### config.mk
export PLATFORM = sky130hd
export DESIGN_NAME = spec_mux_probe_flat
export DESIGN_NICKNAME = d
export VERILOG_FILES = /design/src/rtl/spec_mux_probe_pkg.sv /design/src/rtl/spec_mux_probe_if.sv /design/src/rtl/spec_mux_probe.sv /design/src/flat_wrapper.sv
export SDC_FILE = /design/constraint.sdc
export NUM_CORES = 1
export LEC_CHECK = 0
export CORE_ASPECT_RATIO = 1.25
export CORE_MARGIN = 2
export CORE_UTILIZATION = 54
export DETAILED_ROUTE_END_ITERATION = 8
export PLACE_DENSITY_LB_ADDON = 0.25
export SYNTH_ARGS = -nofsm -noshare
export SYNTH_HDL_FRONTEND = slang
export SYNTH_SLANG_ARGS = --single-unit
### constraint.sdc
create_clock -name clk -period 3.1 [get_ports clk]
set_input_delay 0.62 -clock clk [delete_from_list [all_inputs] [get_ports clk]]
set_output_delay 0.62 -clock clk [all_outputs]
set_load 0.03 [all_outputs]
### src/rtl/spec_mux_probe_pkg.sv
// Shared types and constants for probing the 4-input special mux:
// FSM state encoding, select width and the per-select expected-value table.
package spec_mux_pkg;

  localparam int unsigned SEL_W   = 3;
  localparam int unsigned NUM_SEL = 1 << SEL_W;
  localparam int unsigned CNT_W   = 4;

  typedef enum logic [1:0] {
    S_IDLE,
    S_SWEEP,
    S_DONE
  } state_t;

  typedef enum logic [1:0] {
    EXP_ZERO,
    EXP_ONE,
    EXP_INP3
  } exp_t;

  // Index = select value; EXP_INP3 entries must match the sample taken at sel=2.
  localparam exp_t EXP_TABLE [NUM_SEL] = '{
    EXP_ZERO, EXP_ZERO, EXP_INP3, EXP_INP3,
    EXP_INP3, EXP_ZERO, EXP_ONE,  EXP_INP3
  };

  function automatic logic expected_bit(input exp_t e, input logic inp3);
    logic r;
    case (e)
      EXP_ZERO: r = 1'b0;
      EXP_ONE:  r = 1'b1;
      EXP_INP3: r = inp3;
      default:  r = 1'b0;
    endcase
    return r;
  endfunction

endpackage

### src/rtl/spec_mux_probe_if.sv
// Handshake and mux-facing signals of the probe; master is the host side,
// slave is the probe itself.
interface spec_mux_probe_if;

  logic                               start;
  logic [spec_mux_pkg::SEL_W-1:0]     sel_out;
  logic                               mux_out;
  logic                               busy;
  logic                               done;
  logic                               bit3;
  logic                               err;
  logic [spec_mux_pkg::NUM_SEL-1:0]   err_mask;

  modport master (
    output start,
    output mux_out,
    input  sel_out,
    input  busy,
    input  done,
    input  bit3,
    input  err,
    input  err_mask
  );

  modport slave (
    input  start,
    input  mux_out,
    output sel_out,
    output busy,
    output done,
    output bit3,
    output err,
    output err_mask
  );

endinterface

### src/rtl/spec_mux_probe.sv
// Sweeps all eight selects of the special mux, holding each for SETTLE cycles,
// recovers inp[3] and flags any select whose result disagrees with the table.
module spec_mux_probe
  import spec_mux_pkg::*;
#(
  parameter int unsigned SETTLE = 1
) (
  input  logic           clk,
  input  logic           rst,
  spec_mux_probe_if.slave bus
);

  localparam logic [CNT_W-1:0] LAST_CNT = CNT_W'(SETTLE - 1);
  localparam logic [SEL_W-1:0] LAST_SEL = '1;
  localparam logic [SEL_W-1:0] BIT3_SEL = SEL_W'(2);

  state_t               state_q, state_d;
  logic [CNT_W-1:0]     cnt_q, cnt_d;
  logic [SEL_W-1:0]     sel_q, sel_d;
  logic                 bit3_acc_q, bit3_acc_d;
  logic [NUM_SEL-1:0]   mask_acc_q, mask_acc_d;
  logic                 bit3_q, bit3_d;
  logic                 err_q, err_d;
  logic [NUM_SEL-1:0]   err_mask_q, err_mask_d;

  logic                 sample_now;
  logic                 smp_bit3;
  logic                 smp_exp;
  logic                 smp_miss;
  logic [NUM_SEL-1:0]   smp_mask;

  // State register
  always_ff @(posedge clk or posedge rst) begin
    if (rst) begin
      state_q <= S_IDLE;
    end else begin
      state_q <= state_d;
    end
  end

  // Sample evaluation for the current hold; sel=2 supplies its own reference.
  always_comb begin
    sample_now = (state_q == S_SWEEP) && (cnt_q == LAST_CNT);
    smp_bit3   = (sel_q == BIT3_SEL) ? bus.mux_out : bit3_acc_q;
    smp_exp    = expected_bit(EXP_TABLE[sel_q], smp_bit3);
    smp_miss   = (bus.mux_out != smp_exp);
    smp_mask   = mask_acc_q | (NUM_SEL'(smp_miss) << sel_q);
  end

  // Next state
  always_comb begin
    state_d = state_q;
    case (state_q)
      S_IDLE:  if (bus.start) state_d = S_SWEEP;
      S_SWEEP: if (sample_now && (sel_q == LAST_SEL)) state_d = S_DONE;
      S_DONE:  state_d = S_IDLE;
      default: state_d = S_IDLE;
    endcase
  end

  // Outputs
  always_comb begin
    bus.sel_out  = sel_q;
    bus.busy     = (state_q == S_SWEEP);
    bus.done     = (state_q == S_DONE);
    bus.bit3     = bit3_q;
    bus.err      = err_q;
    bus.err_mask = err_mask_q;
  end

  // Counters and result accumulation
  always_comb begin
    cnt_d      = cnt_q;
    sel_d      = sel_q;
    bit3_acc_d = bit3_acc_q;
    mask_acc_d = mask_acc_q;
    bit3_d     = bit3_q;
    err_d      = err_q;
    err_mask_d = err_mask_q;
    case (state_q)
      S_IDLE: begin
        cnt_d      = '0;
        sel_d      = '0;
        bit3_acc_d = 1'b0;
        mask_acc_d = '0;
      end
      S_SWEEP: begin
        if (sample_now) begin
          cnt_d      = '0;
          sel_d      = sel_q + SEL_W'(1);
          bit3_acc_d = smp_bit3;
          mask_acc_d = smp_mask;
          // Published results are loaded only on the final sample, i.e. on DONE entry.
          if (sel_q == LAST_SEL) begin
            bit3_d     = smp_bit3;
            err_mask_d = smp_mask;
            err_d      = |smp_mask;
          end
        end else begin
          cnt_d = cnt_q + CNT_W'(1);
        end
      end
      default: ;
    endcase
  end

  always_ff @(posedge clk or posedge rst) begin
    if (rst) begin
      cnt_q      <= '0;
      sel_q      <= '0;
      bit3_acc_q <= 1'b0;
      mask_acc_q <= '0;
      bit3_q     <= 1'b0;
      err_q      <= 1'b0;
      err_mask_q <= '0;
    end else begin
      cnt_q      <= cnt_d;
      sel_q      <= sel_d;
      bit3_acc_q <= bit3_acc_d;
      mask_acc_q <= mask_acc_d;
      bit3_q     <= bit3_d;
      err_q      <= err_d;
      err_mask_q <= err_mask_d;
    end
  end

endmodule

### src/flat_wrapper.sv
// flat-port wrapper written by rule: the top's interface ports become plain ports
module spec_mux_probe_flat import spec_mux_pkg::*;
#(
  parameter int unsigned SETTLE = 1
)
  (clk, rst, bus_start, bus_mux_out, bus_sel_out, bus_busy, bus_done, bus_bit3, bus_err, bus_err_mask);
  spec_mux_probe_if bus_i ();
  input  logic clk;
  input  logic rst;
  input wire logic [$bits(bus_i.start)-1:0] bus_start;
  input wire logic [$bits(bus_i.mux_out)-1:0] bus_mux_out;
  output wire logic [$bits(bus_i.sel_out)-1:0] bus_sel_out;
  output wire logic [$bits(bus_i.busy)-1:0] bus_busy;
  output wire logic [$bits(bus_i.done)-1:0] bus_done;
  output wire logic [$bits(bus_i.bit3)-1:0] bus_bit3;
  output wire logic [$bits(bus_i.err)-1:0] bus_err;
  output wire logic [$bits(bus_i.err_mask)-1:0] bus_err_mask;
  assign bus_i.start = bus_start;
  assign bus_i.mux_out = bus_mux_out;
  assign bus_sel_out = bus_i.sel_out;
  assign bus_busy = bus_i.busy;
  assign bus_done = bus_i.done;
  assign bus_bit3 = bus_i.bit3;
  assign bus_err = bus_i.err;
  assign bus_err_mask = bus_i.err_mask;
  spec_mux_probe #(.SETTLE(SETTLE)) u_core (.clk(clk), .rst(rst), .bus(bus_i));
endmodule
# Word level (Yosys, flattened, before mapping)

Memories as Yosys holds them, arrays and structs flattened.
Cells that the tools add are included.

Register bits after elaboration: 28
Memory bits (read-only): 16
Bits of input ports: 4
Output and inout port bits: 15
Memories kept: 1

Memory list:

| memory          | words | bits a word | rd ports | clocked after memory_dff | write ports | RTL line             | source |
|---|---|---|---|---|---|---|---|
| (no name shown) | 8     | 2           | 1        | 0                        | 0           | spec_mux_probe.sv:45 | `smp_exp = expected_bit(EXP_TABLE[sel_q], smp_bit3);` |

Add/sub/neg operators: 2
Magnitude comparators: 1
Equality and inequality tests: 10
Shift-type cells: 1
Mux-type cells: 15
Bitwise gates (word level): 2
Reduce and logical (&&, ||, !) cells: 9

Operators with widths:

| operator                                                                 | number |
|---|---|
| 8-bit case mux with 2 select lines                                       | 1 |
| 2-bit 2-to-1 mux                                                         | 4 |
| 8-bit 2-to-1 mux                                                         | 1 |
| 8-bit bitwise OR                                                         | 1 |
| 4-bit case mux with 2 select lines                                       | 1 |
| 8-bit OR reduction                                                       | 1 |
| 1-bit by 3-bit << shifter with 8-bit output                              | 1 |
| 3-bit case mux with 2 select lines                                       | 1 |
| 4-bit by 1-bit adder with 4-bit output (second input constant)           | 1 |
| 2-bit by 1-bit equality test with 1-bit output (second input constant)   | 2 |
| 2-bit equality test (second input constant)                              | 2 |
| 4-bit >= comparator (second input constant)                              | 1 |
| 4-bit zero test                                                          | 1 |
| 4-bit 2-to-1 mux                                                         | 1 |
| 2-bit by 1-bit inequality test with 1-bit output (second input constant) | 2 |
| 3-bit NOT with 4-bit output                                              | 1 |
| 1-bit case mux with 2 select lines                                       | 2 |
| 2-bit case mux with 2 select lines                                       | 1 |
| 2-bit AND reduction                                                      | 2 |
| 3-bit by 1-bit adder with 3-bit output (second input constant)           | 1 |
| 3-bit by 2-bit equality test with 1-bit output (second input constant)   | 1 |
| 3-bit equality test (second input constant)                              | 1 |
| 3-bit 2-to-1 mux                                                         | 1 |
| 3-bit AND reduction                                                      | 1 |
| 6 further kinds                                                          | 8 |

# Longest topological paths before layout

Gate-level depths: netlist of the first run.

Depth in word-level cells: 11
Depth in mapped cells: 9
Mapped depth without buffers: 9

# Least setup slack after synthesis of the first run

Ideal clock, no wire load.

Kind: flip-flop to flip-flop
Start: reg u_core.sel_q[0] (netlist: u_core.bus.sel_out[0])
End: reg u_core.err_mask_q[1] (netlist: u_core.bus.err_mask[1])
Arrival time: 2402 ps
Slack: 578 ps
Stages on the path, launching flop included: 9
Buffers on the path: 0
Clock period less this slack: 2522 ps
Path through: dfrtp_1 > inv_1 > ha_1 > mux2_2 > ha_1 > nor2b_1 > a311oi_1 > nor3_1 > a31o_2

Word-level cells in the longest chain between the ends: 9

Ends and longest elaborated chain:

| element                                                                               | RTL line                 | source |
|---|---|---|
| start: declaration                                                                    | spec_mux_probe.sv:19     | `logic [SEL_W-1:0] sel_q, sel_d;` |
| start signal: assignment                                                              | spec_mux_probe.sv:118    | `sel_q <= sel_d;` |
| 3-bit NOT with 4-bit output (not written as such)                                     | spec_mux_probe.sv:45     |  |
| memory 8 x 2 bit                                                                      | --                       |  |
| 2-bit 2-to-1 mux (not written as such) (2 in a row)                                   | spec_mux_probe.sv:45     |  |
| 2-bit equality test or 2-bit by 1-bit equality test with 1-bit output (tied branches) | spec_mux_probe_pkg.sv:29 | `case (e)` |
| 1-bit case mux with 2 select lines                                                    | spec_mux_probe_pkg.sv:29 |  |
| 1-bit inequality test                                                                 | spec_mux_probe.sv:46     | `smp_miss = (bus.mux_out != smp_exp);` |
| 1-bit by 3-bit << shifter with 8-bit output                                           | spec_mux_probe.sv:47     | `smp_mask = mask_acc_q \| (NUM_SEL'(smp_miss) << sel_q);` |
| 8-bit bitwise OR                                                                      | spec_mux_probe.sv:47     |  |
| end signal: assignment                                                                | spec_mux_probe.sv:123    | `err_mask_q <= err_mask_d;` |
| end: declaration                                                                      | spec_mux_probe.sv:24     | `logic [NUM_SEL-1:0] err_mask_q, err_mask_d;` |

Parallel ways exist; a longest one is shown, timed or not. The select of a mux whose other input is x is not followed.
A chain may end at the register's enable or synchronous reset.

# Worst setup path in the final report of the first run

Same ends and word-level chain as after synthesis.

==> run_results.csv, run 1 <==
group,metric,value,unit
placement,gp_congestion,0.7897,
layout,layout-drive-gt1-share,0.1258,
global_routing,grt_first_pass_wirelength,4995,um
clock_network,cts_hold_buf,0,
clock_network,numCtsBuffers,3,
floorplan,fp.dieW,51.32,um
logic_synthesis,ys_seq_elements,28,
detailed_routing,dr.pass1.iters,4,
pwr,swShare,0.4516,
detailed_routing,ant_nets,0,
placement,placed_area,1712,sq um
global_routing,antenna_found_initial,0,
worst_setup_path,worstRegToRegCells,8,
layout,syn_to_final_growth,14.73,%
pwr,powerDensity,1026,nW/um^2
run,drv_cap,0,
sta,min_period,2.618,ns
worst_setup_path,r2r_slack,0.48,ns
pwr,p_comb_frac,0.556,
clock_network,post_cts_buffers,0,
sta,maxSlewViolCount,0,
detailed_routing,drt_iter0_drc,27,
layout,layout_commonest_cell,"dfrtp_1",
pwr,peakVddDrop,0.7186,mV
logic_synthesis,synthCells,143,
layout,final_cell_mix,"dfrtp_1 (28), clkdlybuf4s50_1 (18), nand2_1 (14)",
logic_synthesis,seq_area_frac_synth,0.4636,
sta,skew,0.002415,ns
global_routing,grt_pass1_vias,1052,
logic_synthesis,syn_area_per_cell,10.57,sq um
worst_setup_path,arrival,2.84,ns
sta,max_freq,0.3820,GHz
floorplan,io_pins,19,
detailed_routing,vias,1112,
floorplan,core_area,2680,sq um
hold_path,hold-path-cell-count,2,
global_routing,gr-total-overflow,0,
logic_synthesis,ys.flop_type,"dfrtp_1",
clock_network,cts-resized-gates,0,
clock_network,cts_tree,"built",
logic_synthesis,yosys_warnings,0,
logic_synthesis,synthesis.nets,154,
sta,max-slew-margin-rel,0.6670,
layout,design_area,1734,sq um
clock_network,cts_buffer_depth,2,
detailed_routing,avgViaCountPerCell,5.762,
clock_network,clock_latency,0.31,ns
detailed_routing,remaining_drc_errors,0,
worst_setup_path,end_kind,"register",
sta,setup_violations,0,
sta,grt_setup_unrepaired,"false",
placement,port_buffers,18,
global_routing,grt_max_degree,29,
sta,layout_setup_ws,0.4823,ns
floorplan,placementRows,21,
clock_network,clk_pin_slew,0.13,ns
worst_setup_path,crit_required,3.32,ns
placement,post-dp-hpwl,2110,um
logic_synthesis,synth_cell_types,39,
floorplan,die_h,63.15,um
logic_synthesis,synth_edf_count,0,
clock_network,cts_htree_levels,1,
detailed_routing,routed_wl,2877,um
worst_setup_path,cp_max_fo,10,
hold_path,hold_class,"reg2reg",
pwr,leakage,0.7926,nW
placement,preCtsSetupSlack,0.5143,ns
logic_synthesis,ys_async_sr_fraction,1.000,
outcome,status,"complete, no violations",
floorplan,die_area,3241,sq um
clock_network,cts-root-buf,"clkbuf_4",
sta,period_share,0.8444,
layout,num-nets-final,172,
worst_setup_path,cp-start-kind,"register",
logic_synthesis,netlist_area,1511,sq um
pwr,seqPwrFrac,0.365,
pwr,power.switching,0.0008031,W
detailed_routing,wl_per_cell,14.91,um
sta,hold_viol,0,
pwr,clkPwrFrac,0.079,
pwr,intPower,0.0009754,W
worst_setup_path,path_class,"reg2reg",
layout,antenna_cells,0,
sta,worstMarginPinSlew,0.4957,ns
layout,fill_cells,229,
sta,finalSetupTns,0,ns
floorplan,initial_utilization,0.5640,
clock_network,numClockSinks,28,
global_routing,track_usage,0.2028,
sequential cells by signal, indices dropped and copies added (netlist names):
signal,flops
u_core.bus.bit3,1
u_core.bus.sel_out,3
u_core.bus.err_mask,8
u_core.bit3_acc_q,1
u_core.mask_acc_q,8
u_core.bus.err,1
u_core.state_q,2
u_core.cnt_q,4
critical path: stages, from the launching register on:
cell,delay [ns]
dfrtp_1,0.52
inv_1,0.10
ha_1,0.31
mux2_2,0.28
ha_1,0.36
nor2b_1,0.09
a311oi_1,0.40
nor3_1,0.18
a31o_2,0.28
synthesized netlist by cell type, types with 4 or more instances:
cell | instances | share of area
dfrtp_1 | 28 | 0.46
nand2_1 | 14 | 0.035
nor2_1 | 9 | 0.022
o31ai_1 | 8 | 0.040
ha_1 | 7 | 0.058
inv_1 | 7 | 0.017
a22o_1 | 6 | 0.035
mux2i_1 | 6 | 0.040
mux2_2 | 5 | 0.037
nand3_1 | 5 | 0.017
o21ai_0 | 5 | 0.017
nor2b_1 | 4 | 0.017
nor3_1 | 4 | 0.013
logic make-up (layout without fill, tap and decap cells):
group / after synthesis / count (layout) / share of synthesized area
AO/OA/AOI/OAI: 33 / 33 / 0.1647
XOR/XNOR: 1 / 1 / 0.005796
adder cells (fa/ha/maj): 7 / 7 / 0.05794
buffers and inverters: 15 / 31 / 0.04470
flip-flops: 28 / 28 / 0.4636
multiplexers: 12 / 12 / 0.08692
AND/OR/NAND/NOR: 47 / 47 / 0.1763
power groups by stage:
stage / Clock, W / Sequential, W / Combinational (W)
after detailed placement: 0 / 0.000657 / 0.000985
after global placement: 0 / 0.000646 / 0.000960
after floorplan: 0 / 0.000746 / 0.000587
final: 0.000141 / 0.000649 / 0.000989
after CTS: 0.000147 / 0.000647 / 0.000989
after global routing: 0.000163 / 0.000669 / 0.00108
stage by stage:
| stage | instances | total power, W | hold WS (ns) | utilization |
|---|---|---|---|---|
| after floorplan | 143 | 0.001333 | 0.4717 | - |
| after global placement | 190 | 0.001606 | 0.4700 | 0.6387 |
| after detailed placement | 190 | 0.001642 | 0.4853 | 0.6387 |
| after CTS | 193 | 0.001783 | 0.5175 | 0.6471 |
| after global routing | 193 | 0.001910 | 0.5482 | 0.6471 |
| final | 193 | 0.001779 | 0.5156 | 0.6471 |
path summary, 6_finish.rpt:
kind,from,end
worst min register to register,u_core.bus.bit3,u_core.bus.bit3
worst max-delay path,u_core.bus.sel_out[0],u_core.bus.err_mask[1]
min in group asynchronous,rst,u_core.bus.err_mask[4]
worst min-delay path,u_core.bus.bit3,u_core.bus.bit3
max in group asynchronous,rst,u_core.bus.err_mask[5]
worst max register to register,u_core.bus.sel_out[0],u_core.bus.err_mask[1]
per-layer routing:
metal  up-vias  wire [um]  GRT usage  share of wire
li1        555          -          -              -
met1       520       1443     0.2922           0.50
met2        31       1256     0.3052           0.44
met3         6        120    0.02607          0.042
met4         0         58    0.08882          0.020
met5         -          0          0              0
area by class of cell:
| type | instances | area [sq um] | share of cell area |
|---|---|---|---|
| Multi-Input combinational cell | 100 | 743.2 | 0.4286 |
| Sequential cell | 28 | 700.7 | 0.4040 |
| Timing Repair Buffer | 20 | 195.2 | 0.1126 |
| Tap cell | 34 | 42.54 | 0.02453 |
| Inverter | 8 | 30.03 | 0.01732 |
| Clock buffer | 3 | 22.52 | 0.01299 |
No activity file was read; power rests on OpenSTA's default activity.
==> inputs of run 2 (changes only) <==
clock period = 2.7 ns   (was 3.1 ns; I/O delays follow)
==> run 2 against run 1 <==
  * Largest cell class unchanged
  * Final cell count increased by 1.0%
  * Combinational power increased by 22%
  * Sequential cell count unchanged
  * Total power increased by 17%
  * Worst setup slack got worse by 0.16 ns
  * Die area unchanged
  * Register-to-register slack got worse by 0.16 ns
  * Worst hold slack improved by 0.0086 ns
  * Final area increased by 0.87%
  * Via count increased by 5.6%
==> run_results.csv, run 2 (synthesis results as in run 1) <==
group,metric,value,unit
floorplan,die_h,63.15,um
worst_setup_path,critPathLaunch,"u_core.bus.sel_out[0]",
floorplan,initial_utilization,0.5640,
worst_setup_path,crit_chain,"inv_1, ha_1, mux2_2, ha_1, nor2b_1, a311oi_1, nor3_1, a41o_1",
worst_setup_path,r2r_start,"u_core.bus.sel_out[0]",
pwr,power.switching,0.0009393,W
worst_setup_path,endpoint,"u_core.bus.err_mask[3]",
pwr,swShare,0.4516,
clock_network,cts_hold_buf,0,
pwr,clkPwrFrac,0.082,
detailed_routing,wirelength_met1,1384,um
detailed_routing,ant_nets,0,
hold_path,hold_class,"reg2reg",
detailed_routing,routed-wl-met2,1533,um
sta,max_freq,0.4197,GHz
clock_network,clk_pin_slew,0.14,ns
detailed_routing,dr.pass1.iters,4,
global_routing,track_usage,0.2135,
worst_setup_path,path_delay_family,"compound AO/OA/AOI/OAI gates",
placement,dp_cells,192,
worst_setup_path,end_kind,"register",
sta,period_share,0.8825,
detailed_routing,remaining_drc_errors,0,
worst_setup_path,cp_max_fo,5,
detailed_routing,drt_iter0_drc,31,
detailed_routing,vias,1174,
worst_setup_path,crit_required,2.94,ns
placement,port_buffers,18,
detailed_routing,wl_per_cell,16.02,um
detailed_routing,met3_length,133,um
global_routing,grt_max_degree,29,
layout,instances_no_fill,195,
pwr,powerDensity,1189,nW/um^2
global_routing,grt_pass1_vias,1163,
clock_network,cts_buffer_depth,2,
pwr,seqPwrFrac,0.334,
detailed_routing,avgViaCountPerCell,6.021,
clock_network,clock_latency,0.33,ns
global_routing,antenna_found_initial,0,
run,drv_cap,0,
layout,antenna_cells,0,
pwr,leakage,0.8025,nW
clock_network,cts_tree,"built",
floorplan,core_area,2680,sq um
global_routing,grt_first_pass_wirelength,5354,um
worst_setup_path,cp-start-kind,"register",
layout,layout-drive-gt1-share,0.1366,
sta,maxSlewViolCount,0,
worst_setup_path,worstRegToRegCells,8,
worst_setup_path,worstSetupPathDepth,8,
pwr,p_comb_frac,0.584,
detailed_routing,topRoutingLayerUsed,"met4",
clock_network,post_cts_buffers,0,
placement,post-dp-hpwl,2289,um
sta,min_period,2.383,ns
worst_setup_path,r2r_slack,0.32,ns
worst_setup_path,cp_num_buf_inv,1,
global_routing,gr-total-overflow,0,
outcome,status,"complete, no violations",
worst_setup_path,crit_top_cell,"ha_1",
sta,grt_setup_unrepaired,"false",
worst_setup_path,crit_path_top_delay_cell,"a311oi_1",
floorplan,fp.dieW,51.32,um
floorplan,die_area,3241,sq um
floorplan,placementRows,21,
pwr,intPower,0.001141,W
sta,max-slew-margin-rel,0.5165,
layout,num-nets-final,174,
detailed_routing,routed_wl,3123,um
clock_network,cts-resized-gates,0,
worst_setup_path,arrival,2.62,ns
clock_network,numClockSinks,28,
sta,finalSetupTns,0,ns
placement,gp_congestion,0.9396,
worst_setup_path,r2r_end,"u_core.bus.err_mask[3]",
layout,syn_to_final_growth,15.73,%
clock_network,cts-root-buf,"clkbuf_4",
sta,worstMarginPinSlew,0.7201,ns
floorplan,io_pins,19,
worst_setup_path,critical_path.max_stage_delay,0.39,ns
layout,final_cell_mix,"dfrtp_1 (28), clkdlybuf4s50_1 (18), nand2_1 (14)",
sta,setup_violations,0,
pwr,peakVddDrop,0.7752,mV
sta,skew,0.006192,ns
layout,layout_commonest_cell,"dfrtp_1",
worst_setup_path,path_class,"reg2reg",
clock_network,numCtsBuffers,3,
sta,whs,0.5242,ns
clock_network,cts_htree_levels,1,
sta,hold_viol,0,
hold_path,worstHoldStart,"u_core.bus.err_mask[7]",
run 2: stage by stage:
stage	utilization	power, W	setup WS [ns]	cell area, sq um
after floorplan	-	0.001530	0.1776	1511
after global placement	0.6443	0.001872	0.4307	1727
after detailed placement	0.6443	0.001920	0.3464	1727
after CTS	0.6527	0.002084	0.3231	1749
after global routing	0.6527	0.002226	0.1983	1749
final	0.6527	0.002080	0.3173	1749
run 2: worst min path at each step:
| stage | end | slack, ns | depth (start not counted) |
|---|---|---|---|
| CTS | u_core.bus.err_mask[7] | 0.53 | 2 |
| finish | u_core.bus.err_mask[7] | 0.52 | 2 |
| global placement | u_core.bus.bit3 | 0.47 | 2 |
| global route | u_core.bus.bit3 | 0.55 | 2 |
| detailed placement | u_core.bus.bit3 | 0.49 | 2 |
| floorplan | u_core.mask_acc_q[5] | 0.47 | 2 |
run 2: cell type report:
type / count / area [sq um]
Tap cell: 34 / 42.54
Sequential cell: 28 / 700.7
Fill cell: 230 / 930.9
Clock buffer: 3 / 22.52
Timing Repair Buffer: 22 / 210.2
Multi-Input combinational cell: 100 / 743.2
Inverter: 8 / 30.03
run 2: power groups by stage:
stage	registers (W)	clock network (W)	logic [W]
6_report	0.000694	0.000171	0.00121
5_1_grt	0.000717	0.000186	0.00132
4_1_cts	0.000697	0.000172	0.00122
3_5_place_dp	0.000707	0	0.00121
3_3_place_gp	0.000692	0	0.00118
2_1_floorplan	0.000856	0	0.000674
run 2: metal layers:
| metal | vias up | global-route usage |
|---|---|---|
| li1 | 552 | - |
| met1 | 572 | 0.3014 |
| met2 | 38 | 0.3474 |
| met3 | 12 | 0.01422 |
| met4 | 0 | 0.07237 |
| met5 | - | 0 |
run 2: worst reg2reg max path, stage by stage, from the launching register on:
cell	delay, ns
dfrtp_1	0.37
inv_1	0.06
ha_1	0.30
mux2_2	0.29
ha_1	0.35
nor2b_1	0.08
a311oi_1	0.39
nor3_1	0.18
a41o_1	0.27
==> inputs of run 3 (changes only) <==
SETUP_SLACK_MARGIN = 0.3   (was not set)
==> run 3 against run 2 <==
  * Final cell count grew 2.1%
  * Sequential share of layout area shrank 1.8 points
  * Non-clock buffer count grew 3
  * Die area is the same
  * Combinational power grew 7%
  * Total power grew 9.3%
  * Utilization grew 3.2 points
  * Sequential power grew 1%
  * First-iteration DRC count grew 26%
  * Largest cell class unchanged
  * Largest power group unchanged
  * Highest routed layer unchanged
==> run_results.csv, run 3 (synthesis results as in run 1) <==
group,metric,value,unit
clock_network,cts_tree,"built",
pwr,leakage,0.8368,nW
detailed_routing,wl_per_cell,15.59,um
run,drv_cap,0,
sta,hold_viol,0,
sta,max-slew-margin-rel,0.6989,
detailed_routing,vias,1174,
layout,num-nets-final,177,
sta,finalSetupTns,0,ns
worst_setup_path,cp_num_buf_inv,1,
pwr,powerDensity,1239,nW/um^2
floorplan,placementRows,21,
clock_network,clock_latency,0.34,ns
sta,max_freq,0.4352,GHz
detailed_routing,routed_wl,3103,um
worst_setup_path,cp-start-kind,"register",
global_routing,grt_pass1_vias,1142,
floorplan,initial_utilization,0.5640,
pwr,seqPwrFrac,0.308,
clock_network,cts_htree_levels,1,
worst_setup_path,r2r_slack,0.41,ns
global_routing,antenna_found_initial,0,
floorplan,io_pins,19,
detailed_routing,met3_length,91,um
layout,antenna_cells,0,
global_routing,grt_max_degree,18,
layout,final_cell_mix,"dfrtp_1 (27), clkdlybuf4s50_1 (17), nand2_1 (14)",
worst_setup_path,path_class,"reg2out",
pwr,swShare,0.4274,
placement,port_buffers,18,
pwr,p_comb_frac,0.570,
detailed_routing,remaining_drc_errors,0,
detailed_routing,avgViaCountPerCell,5.899,
worst_setup_path,crit_path_top_delay_cell,"clkdlybuf4s50_1",
worst_setup_path,cp_max_fo,11,
floorplan,core_area,2680,sq um
floorplan,die_area,3241,sq um
sta,maxSlewViolCount,0,
worst_setup_path,arrival,1.76,ns
pwr,finalPower,0.002274,W
pwr,intPower,0.001302,W
hold_path,hold_class,"in2async",
worst_setup_path,critical_path.max_stage_delay,0.66,ns
layout,layout_commonest_cell,"dfrtp_1",
global_routing,grt_first_pass_wirelength,5313,um
sta,min_period,2.298,ns
outcome,status,"complete, no violations",
clock_network,cts-root-buf,"clkbuf_4",
worst_setup_path,crit_required,2.16,ns
detailed_routing,wirelength_met1,1524,um
detailed_routing,drt_iter0_drc,39,
floorplan,die_h,63.15,um
worst_setup_path,end_kind,"output port",
pwr,power.switching,0.0009720,W
clock_network,numCtsBuffers,3,
detailed_routing,ant_nets,0,
clock_network,numClockSinks,28,
detailed_routing,topRoutingLayerUsed,"met4",
placement,post-dp-hpwl,2249,um
sta,period_share,0.8510,
global_routing,track_usage,0.2156,
clock_network,clk_pin_slew,0.16,ns
sta,skew,0.01765,ns
pwr,peakVddDrop,0.9370,mV
pwr,clkPwrFrac,0.121,
worst_setup_path,path_delay_family,"buffers and inverters",
floorplan,fp.dieW,51.32,um
layout,syn_to_final_growth,21.44,%
detailed_routing,routed-wl-met2,1414,um
detailed_routing,dr.pass1.iters,4,
worst_setup_path,crit_chain,"and2b_1, clkdlybuf4s50_1",
sta,setup_violations,0,
sta,worstMarginPinSlew,0.4512,ns
clock_network,cts_buffer_depth,2,
layout,layout-drive-gt1-share,0.1939,
sta,grt_setup_unrepaired,"true",
placement,gp_congestion,0.8021,
global_routing,gr-total-overflow,0,
-- run 3: final cells by class --
cell class              count  area [sq um]
clock inverters             1         30.03
multi-input cells         100         773.2
inverters                   8         30.03
clock buffers               3         22.52
fillers                   213         844.6
repair buffers             25         235.2
well taps                  34         42.54
flip-flops and latches     28         701.9
-- run 3: metal layers --
metal	track usage	vias to the layer above
met3	0.03081	8
li1	-	564
met2	0.3263	22
met1	0.3082	580
met4	0.09211	0
met5	0	-
-- run 3: power by group through the flow --
stage / Combinational (W) / Clock [W] / Sequential [W]
floorplan: 0.000676 / 0 / 0.000858
global placement: 0.00117 / 0 / 0.000712
detailed placement: 0.00119 / 0 / 0.000722
CTS: 0.00124 / 0.000279 / 0.000700
global route: 0.00142 / 0.000291 / 0.000721
finish: 0.00130 / 0.000276 / 0.000701
-- run 3: per-stage QoR --
stage	cell area (sq um)	util	std cells	hold slack, ns	setup WS (ns)
6_report	1836	0.6849	199	0.4871	0.4023
5_1_grt	1836	0.6849	199	0.5132	0.2947
4_1_cts	1802	0.6723	198	0.5038	0.3223
3_5_place_dp	1728	0.6447	192	0.4855	0.2203
3_3_place_gp	1728	0.6447	192	0.4798	0.3005
2_1_floorplan	1514	-	143	0.4717	0.3142
-- run 3: final timing paths --
check,cells past startpoint,from,endpoint
setup / recovery,2,u_core.state_q[1],bus_done
hold / removal,2,rst,u_core.mask_acc_q[6]
setup reg to reg,10,u_core.bus.sel_out[0],u_core.bus.err_mask[3]
hold reg to reg,2,u_core.bus.bit3,u_core.bus.bit3
max in group asynchronous,3,rst,u_core.cnt_q[1]
min in group clk,2,u_core.bus.bit3,u_core.bus.bit3
-- run 3: what timing repair did --
action | 4_1_cts | 5_1_grt
setup buffers | 2 | 1
endpoints found under the hold margin | 0 | 0
pin swaps | 1 | 1
endpoints found under the setup margin | 8 | 9
resized for setup | 1 | 5
hold buffers | 0 | 0
